## src/rtl/fifo_arb_pkg.sv

```systemverilog
// Shared types and helpers for the FIFO write arbiter: requester-index width
// derivation and the rotating-priority search used to pick the next owner.
package fifo_arb_pkg;

  // Widest requester vector the priority search handles.
  localparam int RR_MAX = 16;

  typedef struct packed {
    logic       found;
    logic [3:0] idx;
  } rr_result_t;

  // Requester-index width: clog2 of the requester count, never below one bit.
  function automatic int iw_of(input int n);
    return (n > 1) ? $clog2(n) : 1;
  endfunction

  // Circular find-first: scan req starting at index 'start', wrapping at n.
  // Equivalent to rotate-right by start, find lowest set bit, rotate back.
  function automatic rr_result_t rr_first(input logic [RR_MAX-1:0] req,
                                          input int n, input int start);
    rr_result_t r;
    int         k;
    r = '0;
    for (int i = 0; i < RR_MAX; i++) begin
      k = (start + i) % n;
      if ((i < n) && !r.found && req[k[3:0]]) begin
        r.found = 1'b1;
        r.idx   = k[3:0];
      end
    end
    return r;
  endfunction

endpackage

```

## src/rtl/fifo_wr_arbiter_rr_pick.sv

```systemverilog
// rr_pick: combinational round-robin picker. Given the request vector and the
// index with highest priority, returns the first requesting index at or after
// it (wrapping) and whether any request exists.
module rr_pick
  import fifo_arb_pkg::*;
#(
  parameter int NREQ = 4,
  parameter int IW   = iw_of(NREQ)
) (
  input  logic [NREQ-1:0] i_req,
  input  logic [IW-1:0]   i_start,
  output logic [IW-1:0]   o_winner,
  output logic            o_found
);

  logic [RR_MAX-1:0] req_pad;
  rr_result_t        pick;

  assign req_pad  = RR_MAX'(i_req);
  assign pick     = rr_first(req_pad, NREQ, int'(i_start));
  assign o_found  = pick.found;
  assign o_winner = IW'(pick.idx);

endmodule

```

## src/rtl/fifo_wr_arbiter.sv

```systemverilog
// fifo_wr_arbiter: round-robin arbiter sharing one sfifo write port among NREQ
// valid/ready requesters. Each written entry is {source id, payload}.
// Optional feature macro FIFO_ARB_PKT_LOCK_EN: when defined, ownership is held
// until the owner's i_last beat (packet lock); when undefined, ownership is
// re-arbitrated on every transferred beat (beat-level interleave).
module fifo_wr_arbiter
  import fifo_arb_pkg::*;
#(
  parameter int NREQ      = 4,
  parameter int BW        = 8,
  parameter int LGFLEN    = 4,
  parameter int SPACE_MIN = 0,
  localparam int IW       = iw_of(NREQ)
) (
  input  logic               i_clk,
  input  logic               i_reset,
  input  logic [NREQ-1:0]    i_valid,
  input  logic [NREQ*BW-1:0] i_data,
  input  logic [NREQ-1:0]    i_last,
  output logic [NREQ-1:0]    o_ready,
  output logic               o_fifo_wr,
  output logic [IW+BW-1:0]   o_fifo_data,
  input  logic               i_fifo_full,
  input  logic [LGFLEN:0]    i_fifo_fill,
  output logic [NREQ-1:0]    o_grant,
  output logic               o_busy
);

  localparam logic [LGFLEN:0] FIFO_DEPTH = (LGFLEN+1)'(2**LGFLEN);
  localparam logic [IW-1:0]   LAST_REQ   = IW'(NREQ-1);

  logic [IW-1:0]   last_id;
  logic [IW-1:0]   grant_id;
  logic [IW-1:0]   next_start;
  logic [IW-1:0]   winner;
  logic            found;
  logic [NREQ-1:0] xfer;
  logic            owner_done;
  logic            arb_event;
  logic [LGFLEN:0] fifo_free;
  logic            space_ok;

  // Handshake: only the owner sees ready, and only while the FIFO has room.
  assign o_ready   = o_grant & {NREQ{!i_fifo_full}};
  assign xfer      = i_valid & o_ready;
  assign o_fifo_wr = |xfer;
  assign o_busy    = |o_grant;

  // Encode the one-hot grant into the source id written with each beat.
  // NOTE: every always_comb output gets a default first so no latch is inferred.
  always_comb begin
    grant_id = '0;
    for (int k = 0; k < NREQ; k++) begin
      if (o_grant[k]) grant_id = IW'(k);
    end
  end

  // Idle grant_id is 0, so the bus shows requester 0's payload as don't-care.
  assign o_fifo_data = {grant_id, i_data[grant_id*BW +: BW]};

`ifdef FIFO_ARB_PKT_LOCK_EN
  // Ownership ends only on the owner's last beat of a packet.
  assign owner_done = |(xfer & i_last);
`else
  // Every transferred beat releases ownership; packet boundaries are ignored.
  logic unused_last;
  assign unused_last = ^i_last;
  assign owner_done  = o_fifo_wr;
`endif

  assign arb_event = !o_busy || owner_done;

  // Free entries in the downstream FIFO, computed at FIFO-count width.
  assign fifo_free = FIFO_DEPTH - i_fifo_fill;
  assign space_ok  = (SPACE_MIN == 0) || (int'(fifo_free) >= SPACE_MIN);

  // Search begins just past the last owner, making it lowest priority.
  assign next_start = (last_id == LAST_REQ) ? '0 : last_id + 1'b1;

  rr_pick #(
    .NREQ (NREQ),
    .IW   (IW)
  ) u_rr_pick (
    .i_req    (i_valid),
    .i_start  (next_start),
    .o_winner (winner),
    .o_found  (found)
  );

  // Grant register: re-arbitrate when idle or when the owner finishes; the
  // space gate only blocks new grants, it never revokes a held one.
  // NOTE: sequential state uses non-blocking assignments so every register
  // samples pre-edge values regardless of statement order.
  always_ff @(posedge i_clk or posedge i_reset) begin
    if (i_reset) begin
      o_grant <= '0;
      last_id <= LAST_REQ;
    end else if (arb_event) begin
      if (found && space_ok) begin
        o_grant <= NREQ'(1) << winner;
        last_id <= winner;
      end else begin
        o_grant <= '0;
      end
    end
  end

endmodule
```

## config.mk

```make
export PLATFORM = sky130hd
export DESIGN_NAME = fifo_wr_arbiter
export DESIGN_NICKNAME = d
export VERILOG_FILES = /design/src/rtl/fifo_arb_pkg.sv /design/src/rtl/fifo_wr_arbiter_rr_pick.sv /design/src/rtl/fifo_wr_arbiter.sv
export SDC_FILE = /design/constraint.sdc
export NUM_CORES = 1
export LEC_CHECK = 0
export BUFFER_PORTS_ARGS = -buffer_cell sky130_fd_sc_hd__buf_2
export CAP_MARGIN = 20
export CORE_ASPECT_RATIO = 1.2
export CORE_UTILIZATION = 36
export CTS_BUF_LIST = sky130_fd_sc_hd__clkbuf_4
export DETAILED_ROUTE_END_ITERATION = 12
export GPL_ROUTABILITY_DRIVEN = 0
export HOLD_SLACK_MARGIN = 0.08
export PLACE_DENSITY = 0.82
export SLEW_MARGIN = 0
export SYNTH_ARGS = -nofsm -noshare
export SYNTH_HDL_FRONTEND = slang
export SYNTH_SLANG_ARGS = --single-unit
```

## constraint.sdc

```tcl
create_clock -name i_clk -period 2.68 [get_ports i_clk]
set_input_delay 0.804 -clock i_clk [delete_from_list [all_inputs] [get_ports i_clk]]
set_output_delay 0.804 -clock i_clk [all_outputs]
set_load 0.01 [all_outputs]
```

==> results.py, run 1 <==
metrics = {
    "timing": {
        "timing_hold_violations_final": 0,
        "max-slew-margin-rel": 0.574,
        "rsz0062_at_grt": "no",
        "hold_ws_ns": 0.439,
        "slew_viol_final": 0,
        "final.period_utilization": 0.916,
        "max_freq_mhz": 407,
        "period_needed_ns": 2.46,
        "finClkSkew_ns": 0.0129,
        "fin_setup_tns_ns": 0,
        "worst_pin_slew_ns": 0.636,
        "final_setup_viols": 0,
    },
    "die": {
        "initial_utilization": 0.395,
        "die_area_mm2": 0.00200,
        "fp.dieW_um": 41.0,
        "ioPinCount": 68,
        "placement_rows": 16,
        "die_height_um": 48.8,
        "placeableCoreArea_mm2": 0.00166,
    },
    "outcome": {
        "status": "complete, no violations",
    },
    "global_routing": {
        "grt_max_degree": 19,
        "global_route.usage.met2": 0.341,
        "global_route.usage.met1": 0.219,
        "grt_use_met3": 0.0596,
        "grt_first_pass_wirelength_um": 2840,
        "globalRoute.busiestLayer": "met2",
        "overflow": 0,
        "number_of_global_route_vias_before_repair": 696,
        "grt_antenna_before_repair": 0,
        "track_usage": 0.200,
    },
    "route": {
        "vias_per_cell": 5.07,
        "firstDrtPassIters": 6,
        "num_vias": 837,
        "antenna_left": 0,
        "avgRoutedWirePerCell_um": 11.3,
        "route.final.wire_length_um": 1870,
        "initialDrtViolationCount": 15,
        "drc_errors": 0,
    },
    "synthesis": {
        "cell_with_the_most_instances_after_synthesis": "sky130_fd_sc_hd__nand2_1",
        "ys_ff_latch": 6,
        "syn-instance-count": 88,
        "synth-edff-count": 0,
        "post_synthesis_net_count": 137,
        "sequential_area_share_after_synthesis": 0.233,
        "synth_cell_types": 28,
        "yosys-top-cells-count": "12 x sky130_fd_sc_hd__nand2_1, 11 x sky130_fd_sc_hd__nor2_1, 10 x sky130_fd_sc_hd__o21ai_0",
        "synth_top_area_cell": "sky130_fd_sc_hd__dfrtp_1",
        "synth-main-ff-cell": "sky130_fd_sc_hd__dfrtp_1",
        "yosys_warnings": 0,
        "syn_area_um2": 656,
        "synth_top_area_frac": 0.153,
        "synth_top_cells_by_area": "sky130_fd_sc_hd__dfrtp_1 15%, sky130_fd_sc_hd__mux2i_1 14%, sky130_fd_sc_hd__dfstp_2 8.0%, sky130_fd_sc_hd__o21ai_0 7.6%, sky130_fd_sc_hd__a21oi_1 6.9%",
        "ys_async_sr_fraction": 1.00,
        "post_synth.cell_area_avg_um2": 7.45,
    },
    "layout": {
        "layout.filler_cells": 165,
        "syn2layout_area_growth_pct": 50.4,
        "antenna-diode-count": 0,
        "multi_input_comb_area_um2": 464,
        "finalNetCount": 197,
        "drive_above_1_share": 0.469,
        "seqCellArea_um2": 153,
    },
    "worst_setup_path": {
        "crit_path_cell_trace": "mux2i_1, nor2_1, a21oi_1, o21ai_0, buf_2",
        "setup.worst_path.start_class": "flop",
        "path_max_fanout": 14,
        "setup.worst_path.end_class": "output pin",
        "critPathKind": "flop to output pin",
        "cp.required_ns": 1.88,
        "worst-endpoint-arrival_ns": 1.65,
        "cpMaxStageDelayCell": "sky130_fd_sc_hd__dfrtp_1",
        "critical-path-max-stage-delay_ns": 0.74,
    },
    "run": {
        "number_of_maximum_capacitance_constraint_violations": 0,
    },
    "clock_tree": {
        "register_clock_pin_slew_on_the_reported_worst_setup_and_hold_paths_ns": 0.05,
        "tritoncts": "done",
        "htreeDepth": 1,
        "number_of_clock_buffers_inserted_by_tritoncts": 3,
        "cts_hold_buffers": 0,
        "tritoncts_num_sinks": 6,
        "postCtsSetupBuffers": 0,
        "clockBufferDepth": 2,
        "cts_repair_resize_count": 0,
        "clockRootBuffer": "sky130_fd_sc_hd__clkbuf_4",
        "clkLatencyLatePin_ns": 0.26,
    },
    "placement": {
        "dp_hpwl_um": 1510,
        "portBuffers": 58,
    },
    "power": {
        "max-vdd-ir-drop_uv": 561,
        "total_leakage_power_nw": 0.538,
        "power_density_mw_per_mm2": 1120,
    },
    "min_path": {
        "timing.hold.worst.class": "input pin to async pin",
    },
}
worst max-delay path, delay by kind of cell (launching register included):
kind	cells	cell delay (ns)
buffers and inverters	1	0.14
AND/OR/NAND/NOR	1	0.05
AO/OA/AOI/OAI	2	0.18
flip-flops	1	0.74
multiplexers	1	0.27
per-stage QoR:
stage | setup slack [ns] | utilization | std cells | total power, mW | area, µm²
6_report | 0.225 | 0.593 | 165 | 1.11 | 986
5_1_grt | 0.0544 | 0.593 | 165 | 1.22 | 986
3_5_place_dp | 0.301 | 0.575 | 161 | 1.01 | 956
2_1_floorplan | 0.613 | - | 88 | 0.759 | 656
4_1_cts | 0.225 | 0.593 | 165 | 1.11 | 986
3_3_place_gp | 0.328 | 0.575 | 161 | 0.977 | 956
registers in the layout, indices dropped and copies added, names as in the netlist:
| signal | flops |
|---|---|
| last_id | 2 |
| o_grant | 4 |
layout make-up:
class	instances	area share
Multi-Input combinational cell	74	0.471
Clock buffer	4	0.0305
Tap cell	18	0.0228
Timing Repair Buffer	60	0.310
Sequential cell	6	0.155
Inverter	3	0.0114
path summary, 6_finish.rpt:
kind / startpoint / slack [ns] / cells after the start / end
setup reg to reg: last_id[0]$_DFFE_PP1P_ / 0.63 / 5 / o_grant[2]$_DFFE_PP0N_
setup / recovery: o_grant[1]$_DFFE_PP0N_ / 0.22 / 5 / o_fifo_data[0]
hold reg to reg: last_id[0]$_DFFE_PP1P_ / 0.59 / 1 / last_id[0]$_DFFE_PP1P_
hold / removal: i_reset / 0.44 / 2 / o_grant[1]$_DFFE_PP0N_
max in group asynchronous: i_reset / 1.98 / 2 / last_id[1]$_DFFE_PP1P_
min in group i_clk: last_id[0]$_DFFE_PP1P_ / 0.59 / 1 / last_id[0]$_DFFE_PP1P_
placed cells by master (no fill, tap or decap):
cell                        instances
sky130_fd_sc_hd__inv_1              3
sky130_fd_sc_hd__a22oi_1            2
sky130_fd_sc_hd__or3_4              1
sky130_fd_sc_hd__a22o_1             1
sky130_fd_sc_hd__nor2_1            11
sky130_fd_sc_hd__mux2_4             1
sky130_fd_sc_hd__a21o_1             3
sky130_fd_sc_hd__nor4_1             1
sky130_fd_sc_hd__nand2_1           12
sky130_fd_sc_hd__a32o_1             2
sky130_fd_sc_hd__clkbuf_4           4
sky130_fd_sc_hd__nand2b_1           1
sky130_fd_sc_hd__o2111ai_1          1
sky130_fd_sc_hd__buf_4              2
sky130_fd_sc_hd__a211oi_1           1
sky130_fd_sc_hd__o32ai_1            1
sky130_fd_sc_hd__ha_1               1
sky130_fd_sc_hd__o31ai_1            1
sky130_fd_sc_hd__or2_4              1
sky130_fd_sc_hd__mux2i_1            9
sky130_fd_sc_hd__dfrtp_1            4
sky130_fd_sc_hd__buf_2             58
sky130_fd_sc_hd__o21ai_0           10
sky130_fd_sc_hd__o21a_1             1
sky130_fd_sc_hd__a21oi_1            9
sky130_fd_sc_hd__or4_1              1
sky130_fd_sc_hd__dfstp_2            2
sky130_fd_sc_hd__nor2b_1            3
cells by family after synthesis:
group                      Yosys count  synth area share
AOI/OAI and AO/OA                   32             0.307
adders and majority gates            1            0.0191
buffers and inverters                8            0.0591
DFF                                  6             0.233
muxes                               10             0.160
and+or+nand+nor                     31             0.221
report_power, final:
part	leakage [nW]	internal (mW)	total, mW	switching (mW)
Sequential	0.0714	0.146	0.219	0.0731
Clock	0.0184	0.0668	0.104	0.0375
Combinational	0.449	0.377	0.783	0.406
per-layer routing:
metal  vias up  share of wire
met2        25           0.55
met1       370           0.40
met5         -              0
met4         0         0.0053
li1        440              -
met3         2          0.044
No activity file was read; power rests on OpenSTA's default activity.
==> run 2, diff against run 1 <==
--- a/config.mk
+++ b/config.mk
@@ -6,7 +6,6 @@
 export NUM_CORES = 1
 export LEC_CHECK = 0
 export BUFFER_PORTS_ARGS = -buffer_cell sky130_fd_sc_hd__buf_2
-export CAP_MARGIN = 20
 export CORE_ASPECT_RATIO = 1.2
 export CORE_UTILIZATION = 36
 export CTS_BUF_LIST = sky130_fd_sc_hd__clkbuf_4
@@ -17,4 +16,5 @@
 export SLEW_MARGIN = 0
 export SYNTH_ARGS = -nofsm -noshare
 export SYNTH_HDL_FRONTEND = slang
+export SYNTH_HIERARCHICAL = 1
 export SYNTH_SLANG_ARGS = --single-unit
==> constraint.sdc (replaced) <==
create_clock -name i_clk -period 2.68 [get_ports i_clk]
set_input_delay 0.804 -clock i_clk [delete_from_list [all_inputs] [get_ports i_clk]]
set_output_delay 0.804 -clock i_clk [all_outputs]
set_load 0.1 [all_outputs]
==> run 2 against run 1 <==
Register-to-register slack gained 0.17 ns. Routed wire length grew 18%. Global-route usage is 4.4 points higher. Via count up 4.5%. Clock skew down 0.0047 ns. Critical path depth unchanged. Synthesized cell count grew 2.3%.
==> results.py, run 2 <==
metrics = {
    "synthesis": {
        "synth_top_cells_by_area": "sky130_fd_sc_hd__dfrtp_1 15%, sky130_fd_sc_hd__mux2i_1 12%, sky130_fd_sc_hd__a21oi_1 9.1%, sky130_fd_sc_hd__dfstp_2 8.0%, sky130_fd_sc_hd__o21ai_0 6.8%",
        "sequential_area_share_after_synthesis": 0.232,
        "muxShareOfSynthArea": 0.156,
        "synth-edff-count": 0,
        "syn-instance-count": 90,
        "ys_async_sr_fraction": 1.00,
        "yosys-top-cells-count": "12 x sky130_fd_sc_hd__a21oi_1, 11 x sky130_fd_sc_hd__nor2_1, 9 x sky130_fd_sc_hd__inv_1, 9 x sky130_fd_sc_hd__o21ai_0",
        "synth_simple_gate_area_share": 0.181,
        "synth_compound_gate_area_share": 0.323,
        "post_synthesis_net_count": 139,
        "syn_area_um2": 658,
        "synth_fa_ha_area_frac": 0.0190,
        "synth_top_area_cell": "sky130_fd_sc_hd__dfrtp_1",
        "ys_ff_latch": 6,
        "post_synth.cell_area_avg_um2": 7.31,
        "synth-main-ff-cell": "sky130_fd_sc_hd__dfrtp_1",
        "yosys_warnings": 6,
        "synth_top_family_by_area": "compound AO/OA/AOI/OAI gates",
        "xor_xnor_cell_area_share_of_the_yosys_netlist": 0,
        "synth_cell_types": 25,
        "cell_with_the_most_instances_after_synthesis": "sky130_fd_sc_hd__a21oi_1",
        "synth_top_area_frac": 0.152,
    },
    "worst_setup_path": {
        "worst-endpoint-arrival_ns": 1.71,
        "path_max_fanout": 6,
        "critPathKind": "input pin to output pin",
        "setup.worst_path.start_class": "input pin",
        "setup.worst_path.end_class": "output pin",
        "cp.required_ns": 1.88,
    },
    "clock_tree": {
        "tritoncts": "done",
        "number_of_clock_buffers_inserted_by_tritoncts": 3,
        "cts_hold_buffers": 0,
        "postCtsSetupBuffers": 0,
        "clockRootBuffer": "sky130_fd_sc_hd__clkbuf_4",
        "register_clock_pin_slew_on_the_reported_worst_setup_and_hold_paths_ns": 0.05,
        "tritoncts_num_sinks": 6,
        "cts_repair_resize_count": 0,
        "clockBufferDepth": 2,
        "clkLatencyLatePin_ns": 0.24,
        "htreeDepth": 1,
    },
    "die": {
        "initial_utilization": 0.391,
        "fp.dieW_um": 41.0,
        "die_area_mm2": 0.00200,
        "placeableCoreArea_mm2": 0.00168,
        "ioPinCount": 68,
        "die_height_um": 48.8,
        "placement_rows": 16,
    },
    "timing": {
        "hold_ws_ns": 0.455,
        "fin_setup_tns_ns": 0,
        "timing_hold_violations_final": 0,
        "max-slew-margin-rel": 0.666,
        "slew_viol_final": 0,
        "max_freq_mhz": 398,
        "finClkSkew_ns": 0.00824,
        "period_needed_ns": 2.51,
        "final.period_utilization": 0.938,
        "final_setup_viols": 0,
        "worst_pin_slew_ns": 0.504,
        "rsz0062_at_grt": "no",
    },
    "outcome": {
        "status": "complete, no violations",
    },
    "run": {
        "number_of_maximum_capacitance_constraint_violations": 0,
    },
    "layout": {
        "commonest_non_fill_non_tap_cells_in_the_layout": "49 x sky130_fd_sc_hd__buf_2, 12 x sky130_fd_sc_hd__a21oi_1, 10 x sky130_fd_sc_hd__nor2_1",
        "mostFrequentLayoutCell": "sky130_fd_sc_hd__buf_2",
        "largest_register_ffs": 4,
        "fin_util": 0.749,
        "finalNetCount": 199,
        "drive_above_1_share": 0.584,
        "syn2layout_area_growth_pct": 91.4,
        "biggestRegsByFlops": "o_grant (4), last_id (2)",
        "antenna-diode-count": 0,
        "top_register": "o_grant",
    },
    "route": {
        "num_vias": 875,
        "antenna_left": 0,
        "firstDrtPassIters": 4,
        "avgRoutedWirePerCell_um": 13.3,
        "vias_per_cell": 5.24,
        "route.final.wire_length_um": 2220,
        "drc_errors": 0,
        "initialDrtViolationCount": 17,
    },
    "global_routing": {
        "grt_first_pass_wirelength_um": 3440,
        "number_of_global_route_vias_before_repair": 859,
        "grt_max_degree": 21,
        "grt_antenna_before_repair": 0,
        "track_usage": 0.244,
        "overflow": 0,
    },
    "placement": {
        "portBuffers": 58,
        "dp_hpwl_um": 1820,
    },
    "min_path": {
        "timing.hold.worst.class": "input pin to async pin",
    },
}
run 2: changes by cell type after synthesis, sizes merged, moves of 2 or more:
cell,before,now
a32o,2,4
inv,3,10
nand2,12,8
a21oi,9,12
run 2: logic make-up (layout without fill, tap and decap cells):
family | Yosys count | after routing
compound gates | 32 | 32
simple gates | 26 | 26
buf+inv | 15 | 74
mux | 10 | 10
flops | 6 | 6
fa+ha+maj | 1 | 1
run 2: through the flow:
step	worst slack, ns	area, µm²	std cells
2_1_floorplan	0.00634	792	90
3_3_place_gp	0.227	1230	163
3_5_place_dp	0.174	1230	163
4_1_cts	0.174	1260	167
5_1_grt	0.133	1260	167
6_report	0.166	1260	167
run 2: path summary, 6_finish.rpt:
check                      cells after the start                      to              startpoint  slack (ns)
min in group i_clk                             1  o_grant[0]$_DFFE_PP0P_  o_grant[0]$_DFFE_PP0P_        0.59
setup / recovery                               5               o_fifo_wr              i_valid[0]        0.17
hold reg to reg                                1  o_grant[0]$_DFFE_PP0P_  o_grant[0]$_DFFE_PP0P_        0.59
max in group asynchronous                      2  last_id[1]$_DFFE_PP1P_                 i_reset        1.97
setup reg to reg                               7  o_grant[0]$_DFFE_PP0P_  last_id[0]$_DFFE_PP1P_        0.80
hold / removal                                 2  o_grant[2]$_DFFE_PP0P_                 i_reset        0.46
run 2: cell type report:
| class | instances | area (µm²) |
|---|---|---|
| Multi-Input combinational cell | 69 | 569 |
| Inverter | 10 | 37.5 |
| Timing Repair Buffer | 60 | 440 |
| Sequential cell | 6 | 160 |
| Fill cell | 134 | 422 |
| Clock buffer | 4 | 30.0 |
| Tap cell | 18 | 22.5 |
run 2: routing by layer:
metal | up-vias | wire (µm) | track usage
li1 | 439 | - | -
met1 | 403 | 848 | 0.241
met2 | 33 | 1230 | 0.443
met3 | 0 | 138 | 0.0365
met4 | 0 | 0 | 0.117
met5 | - | 0 | 0
run 2: critical path: stages:
cell,delay (ns)
sky130_fd_sc_hd__buf_2,0.12
sky130_fd_sc_hd__a22oi_1,0.19
sky130_fd_sc_hd__a21o_1,0.29
sky130_fd_sc_hd__inv_1,0.12
sky130_fd_sc_hd__buf_12,0.18
Power of run 2 is not shown: default switching activity piles up to over one toggle a cycle in this logic, so the estimate is an artifact.
==> run 3, diff against run 2 <==
--- a/config.mk
+++ b/config.mk
@@ -7,12 +7,12 @@
 export LEC_CHECK = 0
 export BUFFER_PORTS_ARGS = -buffer_cell sky130_fd_sc_hd__buf_2
 export CORE_ASPECT_RATIO = 1.2
-export CORE_UTILIZATION = 36
+export CORE_UTILIZATION = 30
 export CTS_BUF_LIST = sky130_fd_sc_hd__clkbuf_4
 export DETAILED_ROUTE_END_ITERATION = 12
 export GPL_ROUTABILITY_DRIVEN = 0
 export HOLD_SLACK_MARGIN = 0.08
-export PLACE_DENSITY = 0.82
+export PLACE_DENSITY = 0.7
 export SLEW_MARGIN = 0
 export SYNTH_ARGS = -nofsm -noshare
 export SYNTH_HDL_FRONTEND = slang
==> run 3 against run 2 <==
Count of clock-buffer cells in the layout unchanged. Utilization decreased by 13 points. Via count increased by 2.3%. Routed wire length decreased by 0.27%. First-iteration DRC count increased by 5.9%. Worst setup slack got worse by 0.11 ns. Register-to-register slack got worse by 0.04 ns. Global-route usage decreased by 6.1 points. Maximum frequency decreased by 4.1%. Critical path type is now flop to output pin. Cell count increased by 7.2%.
==> results.py, run 3 (same netlist as run 2, synthesis figures left out) <==
metrics = {
    "outcome": {
        "status": "complete, no violations",
    },
    "layout": {
        "top_register": "o_grant",
        "finalNetCount": 199,
        "syn2layout_area_growth_pct": 94.1,
        "multi_input_comb_area_um2": 569,
        "layout.cell_area.non_filler_mm2": 0.00128,
        "mostFrequentLayoutCell": "sky130_fd_sc_hd__buf_2",
        "drive_above_1_share": 0.584,
        "biggestRegsByFlops": "o_grant (4), last_id (2)",
        "layout.filler_cells": 202,
        "largest_register_ffs": 4,
        "antenna-diode-count": 0,
        "commonest_non_fill_non_tap_cells_in_the_layout": "48 x sky130_fd_sc_hd__buf_2, 12 x sky130_fd_sc_hd__a21oi_1, 10 x sky130_fd_sc_hd__nor2_1",
        "seqCellArea_um2": 160,
    },
    "global_routing": {
        "grt_max_degree": 22,
        "number_of_global_route_vias_before_repair": 803,
        "track_usage": 0.184,
        "grt_first_pass_wirelength_um": 3220,
        "grt_antenna_before_repair": 0,
        "overflow": 0,
    },
    "worst_setup_path": {
        "setup.worst_path.end_class": "output pin",
        "worstReg2RegEnd": "last_id[0]$_DFFE_PP1P_",
        "critPathKind": "flop to output pin",
        "startpoint_of_the_most_critical_setup_path": "o_grant[2]$_DFFE_PP0P_",
        "cpMaxStageDelayCell": "sky130_fd_sc_hd__dfrtp_4",
        "setup.worst_path.start_class": "flop",
        "worst_case_register_to_register_setup_slack_ns": 0.76,
        "critical-path-max-stage-delay_ns": 0.57,
        "crit_path_end": "o_busy",
        "crit_path_cell_trace": "or2_2, or3_4, clkbuf_4",
        "worst-endpoint-arrival_ns": 1.82,
        "path_max_fanout": 21,
        "cp.required_ns": 1.88,
        "r2r.worst_path.cells": 4,
        "regToRegStartpoint": "o_grant[2]$_DFFE_PP0P_",
    },
    "timing": {
        "slew_viol_final": 0,
        "layout_setup_ws_ns": 0.0588,
        "fin_setup_tns_ns": 0,
        "max_freq_mhz": 382,
        "finClkSkew_ns": 0.00594,
        "final.period_utilization": 0.978,
        "final_setup_viols": 0,
        "period_needed_ns": 2.62,
        "timing_hold_violations_final": 0,
        "worst_pin_slew_ns": 0.491,
        "rsz0062_at_grt": "no",
        "max-slew-margin-rel": 0.675,
    },
    "placement": {
        "postPlaceCellArea_mm2": 0.00124,
        "dp_hpwl_um": 1800,
        "preCtsSetupSlack_ns": 0.289,
        "portBuffers": 58,
    },
    "route": {
        "antenna_left": 0,
        "vias_per_cell": 5.00,
        "routed-wl-met2_um": 1220,
        "avgRoutedWirePerCell_um": 12.3,
        "route.final.wire_length_um": 2210,
        "met3WireLength_um": 138,
        "wl_met1_um": 818,
        "highest_layer": "met4",
        "num_vias": 895,
        "firstDrtPassIters": 4,
        "initialDrtViolationCount": 18,
        "drc_errors": 0,
    },
    "min_path": {
        "timing.hold.worst.class": "input pin to async pin",
    },
    "clock_tree": {
        "cts_hold_buffers": 0,
        "register_clock_pin_slew_on_the_reported_worst_setup_and_hold_paths_ns": 0.05,
        "clkLatencyLatePin_ns": 0.25,
        "htreeDepth": 1,
        "clockBufferDepth": 2,
        "number_of_clock_buffers_inserted_by_tritoncts": 3,
        "tritoncts_num_sinks": 6,
        "tritoncts": "done",
        "clockRootBuffer": "sky130_fd_sc_hd__clkbuf_4",
    },
    "die": {
        "ioPinCount": 68,
        "die_height_um": 53.3,
        "placeableCoreArea_mm2": 0.00207,
        "placement_rows": 18,
        "fp.dieW_um": 44.8,
        "die_area_mm2": 0.00239,
        "initial_utilization": 0.318,
    },
    "run": {
        "number_of_maximum_capacitance_constraint_violations": 0,
    },
}
run 3: worst min path at each step:
stage                                  end  slack (ns)  cells after the start
floorplan           o_grant[2]$_DFFE_PP0P_        0.59                      1
global placement    o_grant[0]$_DFFE_PP0P_        0.55                      1
detailed placement  o_grant[0]$_DFFE_PP0P_        0.55                      1
CTS                 o_grant[2]$_DFFE_PP0P_        0.46                      2
global route        o_grant[2]$_DFFE_PP0P_        0.47                      2
finish              o_grant[2]$_DFFE_PP0P_        0.46                      2
run 3: final cells by class:
cell class                 count  share of cell area
sequential                     6               0.125
timing repair buffer          60               0.347
clock buffer                   4              0.0235
inverter                      10              0.0294
multi-input combinational     69               0.446
tap                           30              0.0294
run 3: critical path, delay by kind of cell (launching register included):
kind | cells | cell delay, ns
flops | 1 | 0.57
buf+inv | 1 | 0.29
simple gates | 2 | 0.69
run 3: timing repair:
item / in CTS / in global routing
setup buffers: 0 / 0
resized for setup: 0 / 1
setup endpoints to repair: 0 / 1
run 3: through the flow:
step | util | hold slack [ns] | std cells
after floorplan | - | 0.593 | 90
after detailed placement | 0.601 | 0.553 | 175
after global routing | 0.617 | 0.466 | 179
after CTS | 0.615 | 0.456 | 179
after global placement | 0.601 | 0.549 | 175
final | 0.617 | 0.456 | 179
run 3: metal layers:
metal,vias to the layer above,global-route usage
met5,-,0
met4,0,0.116
met3,3,0.0205
met2,43,0.358
met1,414,0.176
li1,435,-
Power of run 3 is left out for the same reason.
